File: src/rtl/bcd_convert_seq_if.sv
// Start/busy/done handshake and result bus between a binary source and bcd_convert_seq.
// Master drives the request; slave returns status and the packed BCD result.
interface bcd_convert_seq_if #(
  parameter int WIDTH = 32
);
  logic             start;
  logic [WIDTH-1:0] bin;
  logic             busy;
  logic             done;
  logic [31:0]      bcd;
  logic             overflow;

  modport master (output start, bin, input busy, done, bcd, overflow);
  modport slave  (input start, bin, output busy, done, bcd, overflow);
endinterface

File: src/rtl/bcd_convert_seq.sv
// Iterative double-dabble binary-to-BCD converter feeding the 8-digit display driver.
// Optional BCD_CONVERT_SAT_EN: overflowing results saturate the display to 99999999.
module bcd_convert_seq #(
  parameter int WIDTH = 32
) (
  input  logic               clk,
  input  logic               rst,
  bcd_convert_seq_if.slave   bus
);

  typedef enum logic [1:0] {
    IDLE,
    SHIFT,
    FINISH
  } state_t;

  state_t           state;
  logic [39:0]      acc;
  logic [39:0]      acc_adj;
  logic [WIDTH-1:0] sreg;
  logic [5:0]       cnt;
  logic             result_ovf;

  // NOTE: every always_comb output gets a default first so no path leaves it unassigned (no latch).
  always_comb begin
    acc_adj = acc;
    for (int d = 0; d < 10; d++) begin
      if (acc[4*d +: 4] >= 4'd5) begin
        acc_adj[4*d +: 4] = acc[4*d +: 4] + 4'd3;
      end
    end
  end

  assign result_ovf = |acc[39:32];

  // NOTE: sequential state uses non-blocking assignments only, so all registers update together.
  always_ff @(posedge clk or posedge rst) begin
    if (rst) begin
      state        <= IDLE;
      acc          <= '0;
      sreg         <= '0;
      cnt          <= '0;
      bus.busy     <= 1'b0;
      bus.done     <= 1'b0;
      bus.bcd      <= '0;
      bus.overflow <= 1'b0;
    end else begin
      bus.done <= 1'b0;
      case (state)
        IDLE: begin
          if (bus.start) begin
            sreg     <= bus.bin;
            acc      <= '0;
            cnt      <= 6'(WIDTH);
            bus.busy <= 1'b1;
            state    <= SHIFT;
          end
        end
        SHIFT: begin
          // Correct all digits first, then shift the next binary bit into digit0.
          acc  <= {acc_adj[38:0], sreg[WIDTH-1]};
          sreg <= sreg << 1;
          cnt  <= cnt - 6'd1;
          if (cnt == 6'd1) begin
            state <= FINISH;
          end
        end
        FINISH: begin
`ifdef BCD_CONVERT_SAT_EN
          bus.bcd <= result_ovf ? 32'h9999_9999 : acc[31:0];
`else
          bus.bcd <= acc[31:0];
`endif
          bus.overflow <= result_ovf;
          bus.done     <= 1'b1;
          bus.busy     <= 1'b0;
          state        <= IDLE;
        end
        default: begin
          state    <= IDLE;
          bus.busy <= 1'b0;
        end
      endcase
    end
  end

endmodule

File: src/flat_wrapper.sv
// flat-port wrapper written by rule: the top's interface ports become plain ports
module bcd_convert_seq_flat 
#(
  parameter int WIDTH = 32
)
  (clk, rst, bus_start, bus_bin, bus_busy, bus_done, bus_bcd, bus_overflow);
  bcd_convert_seq_if #(.WIDTH(WIDTH)) bus_i ();
  input  logic clk;
  input  logic rst;
  input wire logic [$bits(bus_i.start)-1:0] bus_start;
  input wire logic [$bits(bus_i.bin)-1:0] bus_bin;
  output wire logic [$bits(bus_i.busy)-1:0] bus_busy;
  output wire logic [$bits(bus_i.done)-1:0] bus_done;
  output wire logic [$bits(bus_i.bcd)-1:0] bus_bcd;
  output wire logic [$bits(bus_i.overflow)-1:0] bus_overflow;
  assign bus_i.start = bus_start;
  assign bus_i.bin = bus_bin;
  assign bus_busy = bus_i.busy;
  assign bus_done = bus_i.done;
  assign bus_bcd = bus_i.bcd;
  assign bus_overflow = bus_i.overflow;
  bcd_convert_seq #(.WIDTH(WIDTH)) u_core (.clk(clk), .rst(rst), .bus(bus_i));
endmodule
File: config.mk
export PLATFORM = sky130hd
export DESIGN_NAME = bcd_convert_seq_flat
export DESIGN_NICKNAME = d
export VERILOG_FILES = /design/src/rtl/bcd_convert_seq_if.sv /design/src/rtl/bcd_convert_seq.sv /design/src/flat_wrapper.sv
export SDC_FILE = /design/constraint.sdc
export NUM_CORES = 1
export LEC_CHECK = 0
export CAP_MARGIN = 30
export CORE_MARGIN = 8
export CORE_UTILIZATION = 45
export DETAILED_ROUTE_END_ITERATION = 8
export PLACE_DENSITY = 0.69
export SLEW_MARGIN = 15
export SYNTH_ARGS = -nofsm -noshare
export SYNTH_HDL_FRONTEND = slang
export SYNTH_SLANG_ARGS = --single-unit
File: constraint.sdc
create_clock -name clk -period 8.45 [get_ports clk]
set_input_delay 1.69 -clock clk [delete_from_list [all_inputs] [get_ports clk]]
set_output_delay 1.69 -clock clk [all_outputs]
set_load 0.1 [all_outputs]
==> results.cfg <==
[global_routing]
grt_util_met1_pct = 18.3
grt_pass1_wl_um = 20500
overflow = 0
first_global_vias = 4271
grt_max_degree = 49
gr-usage-all-layers_pct = 15.4
grt-busiest-layer = met2
met2_usage_pct = 25.1
antenna_found_initial = 0
use_met3_pct = 5.25

[floorplan]
core_area_um2 = 12600
initial_core_util_pct = 45.7
die_x_um = 129
die_y_um = 129
die_area_um2 = 16600
rows = 41
ioPinCount = 70

[timing]
finalSetupViolations = 0
fin_crit_ns = 3.65
fmax_mhz = 274
tightest_slew_ns = 0.977
drv_slew = 0
tns_ns = 0
skew_ns = 0.00671
relSlewSlack_pct = 34.7
hold_violations = 0
rsz0062_at_grt = false
finalCritPeriodShare_pct = 43.2
setup_slack_ns = 4.80

[critical_path]
cpLargestDelayFamily = buffers and inverters
cp-end-kind = primary output
start_kind = flop
r2r_cells = 6
crit_path_max_incr_delay_ns = 1.15
path_buf_inv = 1
reg2reg_slack_ns = 6.27
cp.depth = 1
cp_slowest_cell = clkdlybuf4s50_1
rr_startpoint = u_core.state[0]
reg2reg_to = u_core.cnt[4]
crit_fanout = 2
crit_start = u_core.bus.busy
worstPathArrival_ns = 1.96
crit_end = bus_busy
cp_cell_sequence = clkdlybuf4s50_1
path_class = reg -> out
cp.required_ns = 6.76

[pwr]
pwr-share-clk_pct = 24.2
pwr_density_cell_nw_per_um2 = 396
p_leak_nw = 3.13
switching_share_pct = 40.7
comb_power_share_pct = 42.7
p_total_mw = 2.81
switching_power_mw = 1.14
vdd_ir_drop_max_mv = 0.152
p_int_mw = 1.67
pwr-share-seq_pct = 33.0

[clocking]
clockBufferDepth = 2
cts_hold_buf = 0
insertion_delay_ns = 0.41
path_clk_slew_ns = 0.05
cts_buffers = 17
cts_tree = done
cts-root-buf = clkbuf_16
clkSinkCount = 115
cts_resized = 0
htree_levels = 4
post-cts-setup-buffers = 0

[synthesis]
synth_top_cell_by_area = dfrtp_1
yosys.area.top_type_share_pct = 50.1
syn_avg_cell_area_um2 = 11.4
synth_edf_count = 0
yosys.cell_count.top_type = dfrtp_1
syn_nets = 562
ys_top_cells_by_area = dfrtp_1 50%, mux2_4 7.1%, ha_1 5.2%, a21oi_1 4.2%, a22oi_1 4.1%
postSynth.asyncResetShare_pct = 100
syn_area_um2 = 5750
synth-main-ff-cell = dfrtp_1
synthCells = 503
synth-seq-cells = 115
ys_seq_area_share_pct = 50.1
synth_common_cells = 115 x dfrtp_1, 48 x a21oi_1, 42 x o21ai_0, 33 x nor2b_1, 31 x a22oi_1
yosysWarnings = 0
synthDistinctLibCells = 36

[placement]
placed_cell_area_um2 = 6540
place.gp.congestion = 0.753
dp.final_hpwl_um = 7810
port_buffers = 69
pre_cts_slack_ns = 4.60

[drt]
drtIter0Drc = 372
first_pass_iters = 4
wl_um = 12100
drtAntennaViolNets = 0
vias_per_cell = 5.49
vias = 4124
wl_per_cell_um = 16.1
drc = 0

[finish]
nFillCells = 1082
antennaDiodeCount = 0
nNetsFinal = 626
drive_gt1_share_pct = 12.8
final_cell_area_um2 = 7110
area_growth_pct = 23.7

[hold_path]
hold_class = reg -> reg

[status]
status = complete, no violations

[job]
drv_cap = 0
-- power groups by stage --
stage / Combinational [mW] / Sequential, mW / Clock (mW)
final: 1.20 / 0.929 / 0.681
after global routing: 1.31 / 0.958 / 0.716
after CTS: 1.21 / 0.928 / 0.692
after detailed placement: 1.20 / 0.933 / 0
after global placement: 1.16 / 0.924 / 0
after floorplan: 0.702 / 1.17 / 0
-- cell type report --
class,instances,area [µm²],area share (%)
Clock inverter,4,45.0,0.634
Clock buffer,27,523,7.36
Inverter,24,92.6,1.30
Tap cell,172,215,3.03
Multi-Input combinational cell,331,2580,36.3
Sequential cell,115,2880,40.5
Timing Repair Buffer,78,771,10.8
-- worst min-delay path by stage --
stage,start,end,slack [ns],cells after the start
floorplan,u_core.cnt[5],u_core.cnt[5],0.46,1
global placement,u_core.cnt[5],u_core.cnt[5],0.48,1
detailed placement,u_core.cnt[5],u_core.cnt[5],0.49,1
CTS,u_core.cnt[5],u_core.cnt[5],0.49,1
global route,u_core.cnt[5],u_core.cnt[5],0.51,1
finish,u_core.cnt[5],u_core.cnt[5],0.49,1
-- metal layers --
layer / vias to the layer above / share of wire, %
met2: 92 / 49
met3: 17 / 5.8
met4: 0 / 1.4
li1: 1951 / -
met1: 2064 / 44
met5: - / 0
-- logic make-up (layout without fill, tap and decap cells) --
group / Yosys count / after routing / share of synthesized area, %
muxes: 43 / 43 / 9.95
buffers and inverters: 57 / 133 / 5.10
and+or+nand+nor: 73 / 73 / 8.01
adders and majority gates: 24 / 24 / 5.23
DFF: 115 / 115 / 50.1
AOI/OAI and AO/OA: 177 / 177 / 19.5
xor gates and xnor gates: 14 / 14 / 2.13
-- flip-flops by register name, indices dropped and copies added (netlist names) --
| signal | cells |
|---|---|
| u_core.acc | 40 |
| u_core.bus.bcd | 32 |
| u_core.bus.busy | 1 |
| u_core.bus.done | 1 |
| u_core.bus.overflow | 1 |
| u_core.cnt | 6 |
| u_core.sreg | 32 |
| u_core.state | 2 |
-- through the flow --
stage	util [%]	hold WS (ns)	std cells
CTS	56.5	0.494	751
global route	56.5	0.506	751
finish	56.5	0.489	751
detailed placement	52.0	0.488	720
global placement	51.8	0.481	719
floorplan	-	0.457	503
-- placed cells by master, fill, tap and decap left out, types with 3 or more instances in the layout --
cell type,Yosys,layout
clkinv_2,0,3
clkbuf_16,0,17
mux2_2,5,5
dfrtp_1,115,115
clkbuf_1,11,4
mux2i_1,11,11
mux2_4,27,27
xor2_1,4,4
xnor2_1,10,10
clkdlybuf4s50_1,0,69
nor3b_1,5,5
o31ai_1,11,11
nand3_1,5,5
a21oi_1,48,48
a22o_1,11,11
o21ai_1,3,3
nor2b_1,33,32
o21ai_0,42,42
nor2_1,7,7
o22ai_1,15,15
a22oi_1,31,31
nor2b_4,2,3
buf_4,3,8
o32ai_1,4,4
a32o_1,10,10
inv_1,24,23
clkbuf_8,0,6
nand2_1,3,3
nand2b_1,12,12
ha_1,24,24
Note: power is estimated with default switching activity, not from simulation.
